**src/rtl/ball_motion.sv**
```systemverilog
// ball_motion: per-frame ball position/direction update with wall reflection.
// Optional BALL_GRAVITY_EN adds an accelerating vertical speed.
module ball_motion #(
  parameter int H_ACTIVE = 800,
  parameter int V_ACTIVE = 600,
  parameter int INIT_X   = 400,
  parameter int INIT_Y   = 300
) (
  input  logic        clk,
  input  logic        rst_n,
  input  logic        frame_start,
  input  logic        enable,
  input  logic [2:0]  radius,
  input  logic [2:0]  speed,
  output logic [10:0] ball_x,
  output logic [10:0] ball_y,
  output logic        dir_x,
  output logic        dir_y,
  output logic        bounce
);
  typedef enum logic [1:0] {IDLE, CALC_X, CALC_Y, COMMIT} state_t;
  state_t state_q, state_d;
  logic [10:0] x_q, y_q, nx_q;
  logic dx_q, dy_q, ndx_q, bounce_q, flip_y, ndy;
  logic [2:0] rad_q, spd_q;
  logic [6:0] r;
  logic [11:0] ax, ay;
  logic [3:0] vstep;
`ifdef BALL_GRAVITY_EN
  logic [3:0] vy_q, vy_d;
`endif
  // returns {new_dir, new_pos}; a zero step only clamps into range
  function automatic logic [11:0] step_axis(input logic [10:0] p, input logic d,
      input logic [3:0] s, input logic [6:0] rr, input logic [11:0] hi);
    logic [11:0] n, lim;
    n = d ? {1'b0, p} - {8'd0, s} : {1'b0, p} + {8'd0, s};
    lim = hi - {5'd0, rr};
    if (s == 4'd0) return {d, n > lim ? lim[10:0] : n < {5'd0, rr} ? {4'd0, rr} : n[10:0]};
    if (!d && n > lim) return {1'b1, lim[10:0]};
    if (d && (n[11] || n < {5'd0, rr})) return {1'b0, 4'd0, rr};
    return {d, n[10:0]};
  endfunction
  always_comb begin
    state_d = state_q == IDLE ? (frame_start && enable ? CALC_X : IDLE)
            : state_q == CALC_X ? CALC_Y
            : state_q == CALC_Y ? COMMIT : IDLE;
    r = {1'b0, rad_q, 3'b000} + 7'd8;
    ax = step_axis(x_q, dx_q, {1'b0, spd_q}, r, 12'(H_ACTIVE - 1));
`ifdef BALL_GRAVITY_EN
    vstep = vy_q;
`else
    vstep = {1'b0, spd_q};
`endif
    ay = step_axis(y_q, dy_q, vstep, r, 12'(V_ACTIVE - 1));
    flip_y = ay[11] != dy_q;
`ifdef BALL_GRAVITY_EN
    vy_d = flip_y ? vy_q : !dy_q ? (vy_q == 4'd15 ? vy_q : vy_q + 4'd1) : vy_q - 4'd1;
    ndy = !flip_y && dy_q && vy_d == 4'd0 ? 1'b0 : ay[11];
`else
    ndy = ay[11];
`endif
  end
  always_ff @(posedge clk or negedge rst_n) begin
    if (!rst_n) begin
      state_q  <= IDLE;
      x_q      <= 11'(INIT_X);
      y_q      <= 11'(INIT_Y);
      dx_q     <= 1'b0;
      dy_q     <= 1'b0;
      nx_q     <= '0;
      ndx_q    <= 1'b0;
      bounce_q <= 1'b0;
      rad_q    <= '0;
      spd_q    <= '0;
`ifdef BALL_GRAVITY_EN
      vy_q     <= 4'd1;
`endif
    end else begin
      state_q  <= state_d;
      bounce_q <= state_q == CALC_Y && (ndx_q != dx_q || flip_y);
      if (state_q == IDLE && frame_start && enable) begin
        rad_q <= radius;
        spd_q <= speed;
      end
      if (state_q == CALC_X) begin
        nx_q  <= ax[10:0];
        ndx_q <= ax[11];
      end
      if (state_q == CALC_Y) begin
        x_q  <= nx_q;
        dx_q <= ndx_q;
        y_q  <= ay[10:0];
        dy_q <= ndy;
`ifdef BALL_GRAVITY_EN
        vy_q <= vy_d;
`endif
      end
    end
  end
  assign ball_x = x_q;
  assign ball_y = y_q;
  assign dir_x  = dx_q;
  assign dir_y  = dy_q;
  assign bounce = bounce_q;
endmodule

```
**config.mk**
```make
export PLATFORM = sky130hd
export DESIGN_NAME = ball_motion
export DESIGN_NICKNAME = d
export VERILOG_FILES = /design/src/rtl/ball_motion.sv
export SDC_FILE = /design/constraint.sdc
export NUM_CORES = 1
export LEC_CHECK = 0
export BUFFER_PORTS_ARGS = -buffer_cell sky130_fd_sc_hd__buf_4
export CAP_MARGIN = 40
export CORE_ASPECT_RATIO = 0.9
export CORE_MARGIN = 2
export CORE_UTILIZATION = 43
export DETAILED_ROUTE_END_ITERATION = 10
export PLACE_DENSITY = 0.65
export SETUP_SLACK_MARGIN = 0.05
export SKIP_LAST_GASP = 1
export SYNTH_ARGS = -nofsm -noshare
export SYNTH_HDL_FRONTEND = slang
export SYNTH_SLANG_ARGS = --single-unit
```
**constraint.sdc**
```tcl
create_clock -name clk -period 6.1 [get_ports clk]
set_input_delay 1.22 -clock clk [delete_from_list [all_inputs] [get_ports clk]]
set_output_delay 1.22 -clock clk [all_outputs]
set_load 0.005 [all_outputs]
```
# Word level (Yosys, flattened, before mapping)
# Cells that the tools add are included.
[word_totals]
regBits = 45
input_bits = 10
[op_classes]
add_sub_neg = 7
order_cmp = 4
n_eq_ne = 4
n_mux = 33
n_reduce_logical = 15
[ops]
columns = ["operator", "count"]
rows = [
  ["$mux 12", 14],
  ["$mux 11", 4],
  ["$add 11x3->12", 2],
  ["$gt 12x12->1", 2],
  ["$lt 12x7->1", 2],
  ["$sub 11x3->12", 2],
  ["$sub 10x7->11 const A", 2],
  ["$mux 1", 12],
  ["$logic_and 1x1->1", 8],
  ["$add 6x4->7 const B", 1],
  ["$mux 2", 3],
  ["$logic_not 3->1", 1],
  ["$logic_or 1x1->1", 3],
  ["$eq 2x1->1 const B", 1],
  ["$eq 2x2->1 const B", 1],
  ["$logic_not 1->1", 2],
  ["$logic_not 2->1", 1],
  ["$ne 1x1->1", 2],
]

# Longest topological paths before layout
# Gate-level depths: netlist of the first run.
[depth]
depth_word = 14
depth_mapped = 23
mapped_depth_nobuf = 21

# Least setup slack after synthesis of the first run
# No wires, ideal clock.
[synth_timing]
path_type = "reg-to-reg"
startpoint = "reg dy_q (netlist: dir_y)"
endpoint = "reg y_q[7] (netlist: ball_y[7])"
setup_time_ps = 129
t_arrival_ps = 4324
required_ps = 5971
path_slack_ps = 1647
stages_incl_launch_ff = 21
n_path_buf = 4
cell_sequence = "dfrtp_1 clkbuf_1 clkbuf_1 mux2_2 fa_1 nor2b_1 o2111ai_1 and3_1 o21ai_0 nand2_1 ha_1 o21ai_0 a31oi_1 o31ai_1 nand3_1 or2_1 buf_6 buf_6 mux2i_1 a221oi_1 a21oi_1"
[synth_between]
elab_chain_len = 10
elab_cells_between_ends = 20
classes_between = "order compare: 2; mux: 14; reduce/logical: 4"
[synth_rtl]
columns = ["element", "line", "rtl"]
rows = [
  ["start: declaration", "24", "logic dx_q, dy_q, ndx_q, bounce_q, flip_y, ndy;"],
  ["start signal: assignment", "93", "dy_q <= ndy;"],
  ["$mux 12", "36", "n = d ? {1'b0, p} - {8'd0, s} : {1'b0, p} + {8'd0, s};"],
  ["$lt 12x7->1", "38, 40", ""],
  ["$mux 11 or $logic_or 1x1->1 (tied branches)", "38, 40", ""],
  ["$mux 11 or $logic_and 1x1->1 (tied branches)", "38, 40", ""],
  ["$mux 12 or $mux 1 (tied branches)", "38, 40", ""],
  ["$mux 12 or $mux 1 (tied branches)", "39, 40", ""],
  ["$mux 12 or $mux 1 (tied branches)", "40, 39", ""],
  ["$mux 12", "41", "return {d, n[10:0]};"],
  ["$mux 12", "40", "if (d && (n[11] || n < {5'd0, rr})) return {1'b0, 4'd0, rr};"],
  ["$mux 12 *", "39", "if (!d && n > lim) return {1'b1, lim[10:0]};"],
  ["end signal: assignment", "67", "y_q <= 11'(INIT_Y);"],
  ["end signal: assignment", "92", "y_q <= ay[10:0];"],
  ["end: declaration", "23", "logic [10:0] x_q, y_q, nx_q;"],
]
# Every way passes the cells marked *; elsewhere a longest branch is shown, timed or not. The select of a mux whose other input is x is not followed.
# A chain may end at the register's enable or synchronous reset.

# Worst setup path after layout of the first run
[layout_timing]
startpoint = "reg spd_q[0]"
endpoint = "reg y_q[0] (netlist: ball_y[0])"
[layout_between]
elab_chain_len = 11
elab_cells_between_ends = 23
classes_between = "add/sub: 2; order compare: 2; mux: 15; reduce/logical: 4"
[layout_rtl]
columns = ["element", "line", "rtl"]
rows = [
  ["start: declaration", "25", "logic [2:0] rad_q, spd_q;"],
  ["start signal: assignment", "83", "spd_q <= speed;"],
  ["$add 11x3->12 or $sub 11x3->12 (tied branches)", "36", ""],
  ["$mux 12", "36", ""],
  ["$lt 12x7->1", "38, 40", ""],
  ["$mux 11 or $logic_or 1x1->1 (tied branches)", "38, 40", ""],
  ["$mux 11 or $logic_and 1x1->1 (tied branches)", "38, 40", ""],
  ["$mux 12 or $mux 1 (tied branches)", "38, 40", ""],
  ["$mux 12 or $mux 1 (tied branches)", "39, 40", ""],
  ["$mux 12 or $mux 1 (tied branches)", "40, 39", ""],
  ["$mux 12", "41", ""],
  ["$mux 12", "40", ""],
  ["$mux 12 *", "39", ""],
]
# Marked as above.

==> impl_metrics.ini, run 1 <==
[yosys]
synthesis.instances = 496
synth_area_mm2 = 0.00435
synth-async-reset-ratio = 1.00
synth_area_leaders = dfrtp_1, ha_1, mux2_2, dfstp_2, nor2_1
synth.most_common_cell = ha_1
yosysUniqueCellTypes = 73
synth.avg_cell_area_um2 = 8.77
ys_seq_elements = 45
syn-num-nets = 559
yosys.area.top_type = dfrtp_1
synth_common_cells = ha_1, nor2_1, nand2_1
synth_ff_type = dfrtp_1
yosys_warnings = 0
ys_seq_area_frac = 0.261
yosys.area.top_type_share = 0.219
synth_edf_count = 0

[placed_design]
place.gp.congestion = 0.981
portBuffers = 34
dpl_worst_slack_ns = 0.504
dp_hpwl_um = 9180

[floorplan]
start_util = 0.446
die_y_um = 99.4
core_mm2 = 0.00974
io_pins = 35
die_w_um = 110
rows = 34
die_area_mm2 = 0.0109

[clock_tree]
cts-hold-fix-buffers = 0
clockRootBuffer = clkbuf_8
cts_tree = yes
cts_buffer_depth = 2
clkTransAtPathRegs_ns = 0.10
post_cts_buffers = 0
clk_latency_ns = 0.31
cts_buffers = 5
ctsHtreeMaxLevel = 2
cts_sinks = 45

[layout]
diodes = 0
nNetsFinal = 588
fillers = 925
drive_gt1_frac = 0.183
multi_input_comb_area_mm2 = 0.00301
seq_area_mm2 = 0.00113
areaGrowthSynthToFinish_pct = 11.3

[routing]
wire_per_inst_um = 18.2
remaining_drc_errors = 0
first_iter_violations = 471
viasPerCell = 6.08
final_antenna_net_count = 0
drt-total-wl_um = 11900
num_vias = 3966
detail_route.first_pass.iterations = 5

[sta]
max_slew_margin = 0.547
worst_pin_slew_ns = 0.672
period_share = 0.896
finalSetupTns_ns = 0
grt_setup_unrepaired = no
drv_slew = 0
skew_ns = 0.00948
min_period_ns = 5.46
finalWorstSetupSlack_ns = 0.637
fmax_mhz = 183
hold_viol = 0
setup_viol = 0

[critical_path]
worst_ep_arrival_time_ns = 5.66
critPathRequiredTime_ns = 6.30
startpoint_type = register
crit_type = reg2reg
crit_fanout = 14
cp-end-kind = register

[grt]
grt_antenna_before_repair = 0
gr-max-usage-layer = met1
grtUsageMet3 = 0.0419
grt_use_total = 0.231
met1_usage = 0.366
grt_use_met2 = 0.330
grt_pass1_wl_um = 19800
grt_overflow_total = 0
grt_max_degree = 46
grt_pass1_vias = 3728

[worst_hold_path]
hp-class = reg2reg

[flow_run]
max-cap-violations = 0

[outcome]
status = completed
-- layout by cell type, fill, tap and decap left out, types with 3 or more instances in the layout --
cell and count:
a211oi_1 11, a21o_1 10, a21oi_1 29, a22o_1 3, a31oi_1 11, and2_1 4
and3_1 5, buf_4 38, clkbuf_8 5, dfrtp_1 38, dfstp_2 7, ha_1 50
inv_1 35, mux2_2 20, mux2i_1 8, nand2_1 40, nand2b_1 9, nand3_1 15
nand4_1 3, nor2_1 42, nor2b_1 4, nor3_1 8, o2111ai_1 4, o21a_1 6
o21ai_0 24, o21ai_1 4, o221ai_1 6, o31ai_1 4, or2_2 5, or3_1 5
xnor2_1 13, xor2_1 6
-- sequential cells by signal, summed over array words and instances (netlist names) --
signal,flops
spd_q,3
dir_x,1
state_q,2
nx_q,11
ndx_q,1
dir_y,1
rad_q,3
ball_x,11
ball_y,11
bounce,1
-- layout make-up --
type,instances,area share
multi-input cells,399,0.621
flip-flops and latches,45,0.234
repair buffers,38,0.0589
well taps,126,0.0326
inverters,36,0.0287
clock buffers,5,0.0142
clock inverters,3,0.0103
-- stage by stage --
stage	instance area (um2)	util	hold slack [ns]	cells
3_3_place_gp	4720	0.484	0.461	644
6_report	4840	0.497	0.486	652
2_1_floorplan	4350	-	0.446	496
5_1_grt	4840	0.497	0.507	652
3_5_place_dp	4720	0.484	0.467	644
4_1_cts	4830	0.496	0.492	652
-- critical path, cell delays in order (launching register included) --
cell and delay (ns):
dfrtp_1 0.44, inv_1 0.09, ha_1 0.16, ha_2 0.37
clkinvlp_4 0.29, nand2_1 0.26, ha_1 0.34, or2_2 0.33
o31ai_1 0.08, a31oi_1 0.09, xnor2_1 0.36, inv_1 0.12
ha_1 0.32, nor4b_1 0.15, a41oi_1 0.22, o31ai_1 0.15
nand3_1 0.17, or2_1 0.49, o21ai_0 0.42, or2_2 0.40
o311ai_0 0.11
-- worst paths after layout --
check,startpoint,to,slack [ns],cells after the start
setup / recovery,spd_q[0],ball_y[0],0.64,20
hold / removal,nx_q[10],nx_q[10],0.49,1
setup reg to reg,spd_q[0],ball_y[0],0.64,20
hold reg to reg,nx_q[10],nx_q[10],0.49,1
max in group asynchronous,rst_n,spd_q[0],4.79,1
min in group asynchronous,rst_n,ball_x[5],0.90,1
-- cell families (layout without fill, tap and decap cells) --
group / Yosys count / in the layout / share of synthesized area
AO/OA/AOI/OAI: 143 / 143 / 0.237
XOR/XNOR: 19 / 19 / 0.0383
adder cells (fa/ha/maj): 53 / 53 / 0.156
buffers and inverters: 52 / 82 / 0.0486
flip-flops: 45 / 45 / 0.261
multiplexers: 29 / 29 / 0.0736
AND/OR/NAND/NOR: 155 / 155 / 0.186
-- what timing repair did --
item,CTS,global route
hold endpoints to repair,0,0
resized for setup,0,2
endpoints found under the setup margin,0,4
-- routing by layer --
metal	wire (um)	share of wire
met5	0	0
met3	879	0.074
met4	82	0.0069
met1	5770	0.49
met2	5140	0.43
Power of run 1 is not shown: default switching activity piles up to over one toggle a cycle in this logic, so the estimate is an artifact.
==> run 2: changes to the inputs <==
REMOVE_ABC_BUFFERS = 1   (was default)
==> impl_metrics.ini, run 2 (synthesized netlist as in run 1, its figures left out) <==
[layout]
diodes = 0
final_common_cell = ha_1
fillers = 911
layout_common_cells = ha_1, nor2_1, nand2_1
areaGrowthSynthToFinish_pct = 10.3
nNetsFinal = 588
multi_input_comb_area_mm2 = 0.00300
design_area_mm2 = 0.00480
seq_area_mm2 = 0.00113
instances_no_fill = 652
drive_gt1_frac = 0.177

[critical_path]
critPathRequiredTime_ns = 6.29
cp-end-kind = register
cpMaxStageDelayCell = or2_1
r2r_start = spd_q[0]
reg2regPathDepth = 20
crit_top_cell = ha_1
slowest_delay_ns = 0.49
startpoint_type = register
crit_fanout = 14
worst_ep_arrival_time_ns = 5.82
worst-path-buf-inv = 3
cpLargestDelayFamily = simple AND/OR/NAND/NOR gates
crit_type = reg2reg
timing.rr.end = ball_y[1]
r2r_slack_ns = 0.46
crit_path_cell_trace = inv_1, ha_1, ha_1, clkinv_1, nand2_1, ha_1, or2_2, o31ai_1, a31oi_1, xnor2_1, inv_1, ha_1, nor4b_1, a41oi_1, o31ai_1, nand3_1, or2_1, o21ai_0, or2_2, o311ai_0

[routing]
viasPerCell = 6.03
wire_per_inst_um = 18.3
first_iter_violations = 447
detail_route.first_pass.iterations = 5
drt-total-wl_um = 11900
num_vias = 3929
final_antenna_net_count = 0
remaining_drc_errors = 0

[floorplan]
rows = 34
die_w_um = 110
core_mm2 = 0.00974
die_area_mm2 = 0.0109
io_pins = 35
die_y_um = 99.4
start_util = 0.446

[grt]
grt_max_degree = 46
grt_pass1_vias = 3722
grt_antenna_before_repair = 0
grt_use_total = 0.227
grt_overflow_total = 0
grt_pass1_wl_um = 19300

[clock_tree]
clk_latency_ns = 0.31
post_cts_buffers = 0
cts_sinks = 45
cts-hold-fix-buffers = 0
clockRootBuffer = clkbuf_8
cts_buffers = 5
cts_tree = yes
cts_buffer_depth = 2
clkTransAtPathRegs_ns = 0.09
ctsHtreeMaxLevel = 2
cts_resized = 0

[worst_hold_path]
worstHoldStart = nx_q[7]
hold_end = nx_q[7]
hp-class = reg2reg
hold_depth = 1

[sta]
period_share = 0.924
grt_setup_unrepaired = no
fmax_mhz = 177
skew_ns = 0.00844
hold_viol = 0
min_period_ns = 5.64
setup_viol = 0
max_slew_margin = 0.531
drv_slew = 0
finalSetupTns_ns = 0
worst_pin_slew_ns = 0.696

[placed_design]
place_inst = 644
dp_hpwl_um = 9120
portBuffers = 34
place.gp.congestion = 0.944
placed_cell_area_mm2 = 0.00472

[flow_run]
max-cap-violations = 0

[outcome]
status = completed
[run 2: cell count changes in the layout (fill, tap and decap cells not counted), sizes merged]
cell and delta:
bufinv -1, clkbuf +1, clkinv +2, clkinvlp -1, inv -1
[run 2: final cells by class]
| class | instances | share of cell area |
|---|---|---|
| clock inverter | 2 | 0.00209 |
| sequential | 45 | 0.237 |
| inverter | 36 | 0.0282 |
| tap | 126 | 0.0329 |
| clock buffer | 6 | 0.0151 |
| multi-input combinational | 399 | 0.626 |
| timing repair buffer | 38 | 0.0595 |
[run 2: how the worst max path moves through the flow]
stage          cells after the start     start   endpoint  slack (ns)
2_1_floorplan                     18  spd_q[0]  ball_y[0]        1.51
3_3_place_gp                      20  spd_q[0]    nx_q[7]        0.78
3_5_place_dp                      20  spd_q[0]  ball_y[1]        0.59
4_1_cts                           20  spd_q[0]  ball_y[1]        0.54
5_1_grt                           20  spd_q[0]  ball_y[1]        0.14
6_report                          20  spd_q[0]  ball_y[1]        0.46
[run 2: metrics by stage]
stage	utilization	hold WS (ns)	setup WS, ns
after floorplan	-	0.446	1.51
after global placement	0.484	0.459	0.781
after detailed placement	0.484	0.465	0.589
after CTS	0.493	0.489	0.544
after global routing	0.493	0.511	0.136
final	0.493	0.487	0.462
[run 2: layer usage]
layer | up-vias | GRT usage | part of all wire
li1 | 1888 | - | -
met1 | 1894 | 0.347 | 0.51
met2 | 135 | 0.322 | 0.42
met3 | 12 | 0.0518 | 0.059
met4 | 0 | 0.0477 | 0.010
met5 | - | 0 | 0
Power of run 2 is left out for the same reason.
==> run 3: changes to the inputs <==
CTS_BUF_LIST = sky130_fd_sc_hd__clkbuf_16   (was default)
GPL_TIMING_DRIVEN = 0   (was default)
==> impl_metrics.ini, run 3 (synthesized netlist as in run 1, its figures left out) <==
[layout]
design_area_mm2 = 0.00487
final_common_cell = ha_1
diodes = 0
nNetsFinal = 585
layout_common_cells = ha_1, nor2_1, nand2_1
fillers = 932
instances_no_fill = 649
drive_gt1_frac = 0.176
multi_input_comb_area_mm2 = 0.00301
seq_area_mm2 = 0.00113
areaGrowthSynthToFinish_pct = 11.9

[floorplan]
die_w_um = 110
die_y_um = 99.4
io_pins = 35
die_area_mm2 = 0.0109
start_util = 0.446
core_mm2 = 0.00974
rows = 34

[sta]
skew_ns = 0.00592
max_slew_margin = 0.375
setup_viol = 0
worst_pin_slew_ns = 0.930
min_period_ns = 5.69
hold_viol = 0
fmax_mhz = 176
drv_slew = 0
period_share = 0.934
grt_setup_unrepaired = no
finalSetupTns_ns = 0

[clock_tree]
cts_buffer_depth = 2
cts-hold-fix-buffers = 0
clkTransAtPathRegs_ns = 0.07
cts_tree = yes
cts_sinks = 45
clk_latency_ns = 0.30
cts_resized = 0
cts_buffers = 5
post_cts_buffers = 0
ctsHtreeMaxLevel = 2
clockRootBuffer = clkbuf_16

[critical_path]
path_depth = 20
cpMaxStageDelayCell = or2_1
startpoint_type = register
timing.rr.end = ball_y[0]
r2r_start = spd_q[0]
cp-end-kind = register
crit_fanout = 14
critPathRequiredTime_ns = 6.28
worst_ep_arrival_time_ns = 5.87
endpoint = ball_y[0]
worstSetupStartpoint = spd_q[0]
slowest_delay_ns = 0.53
worst-path-buf-inv = 3
crit_path_cell_trace = inv_1, ha_1, ha_2, clkinvlp_4, nand2_1, ha_1, or2_2, o31ai_1, a31oi_1, xnor2_1, inv_1, ha_1, nor4b_1, a41oi_1, o31ai_1, nand3_1, or2_1, o21ai_0, or2_2, o311ai_0
r2r_slack_ns = 0.41
reg2regPathDepth = 20
cpLargestDelayFamily = simple AND/OR/NAND/NOR gates
crit_type = reg2reg
crit_top_cell = ha_1

[worst_hold_path]
hp-class = reg2reg
hold_depth = 1

[flow_run]
max-cap-violations = 0

[routing]
final_antenna_net_count = 0
wire_per_inst_um = 17.5
detail_route.first_pass.iterations = 6
remaining_drc_errors = 0
first_iter_violations = 301
viasPerCell = 6.00
drt-total-wl_um = 11400
num_vias = 3894

[grt]
grt_use_total = 0.220
grt_overflow_total = 0
grt_pass1_vias = 3686
grt_max_degree = 46
grt_antenna_before_repair = 0
grt_pass1_wl_um = 19000

[outcome]
status = completed

[placed_design]
placed_cell_area_mm2 = 0.00471
place_inst = 641
place.gp.congestion = 0.929
portBuffers = 34
dp_hpwl_um = 8730
-- run 3: how the worst min path moves through the flow --
stage               slack, ns  endpoint    start
floorplan                0.45   nx_q[7]  nx_q[7]
global placement         0.46   nx_q[7]  nx_q[7]
detailed placement       0.46   nx_q[7]  nx_q[7]
CTS                      0.48   nx_q[7]  nx_q[7]
global route             0.51   nx_q[7]  nx_q[7]
finish                   0.48   nx_q[7]  nx_q[7]
-- run 3: worst register-to-register path: stages, from the launching register on --
cell	delay [ns]
dfrtp_1	0.44
inv_1	0.09
ha_1	0.16
ha_2	0.41
clkinvlp_4	0.33
nand2_1	0.31
ha_1	0.36
or2_2	0.34
o31ai_1	0.07
a31oi_1	0.08
xnor2_1	0.37
inv_1	0.12
ha_1	0.33
nor4b_1	0.17
a41oi_1	0.22
o31ai_1	0.12
nand3_1	0.17
or2_1	0.53
o21ai_0	0.46
or2_2	0.41
o311ai_0	0.11
-- run 3: per-layer routing --
| metal | part of all wire | wire, um | up-vias | GRT usage |
|---|---|---|---|---|
| met3 | 0.067 | 762 | 14 | 0.0341 |
| met5 | 0 | 0 | - | 0 |
| met1 | 0.49 | 5600 | 1841 | 0.342 |
| met4 | 0.012 | 137 | 0 | 0.0506 |
| li1 | - | - | 1892 | - |
| met2 | 0.43 | 4870 | 147 | 0.319 |
-- run 3: area by class of cell --
class / count / share of cell area
Tap cell: 126 / 0.0324
Clock inverter: 3 / 0.00437
Inverter: 36 / 0.0285
Sequential cell: 45 / 0.233
Multi-Input combinational cell: 399 / 0.618
Timing Repair Buffer: 35 / 0.0581
Clock buffer: 5 / 0.0257
-- run 3: through the flow --
step,setup slack (ns),util,hold slack [ns]
floorplan,1.51,-,0.446
finish,0.405,0.499,0.475
detailed placement,0.155,0.484,0.463
global placement,0.187,0.481,0.461
CTS,0.0991,0.499,0.478
global route,0.128,0.499,0.507
Power of run 3 is left out for the same reason.
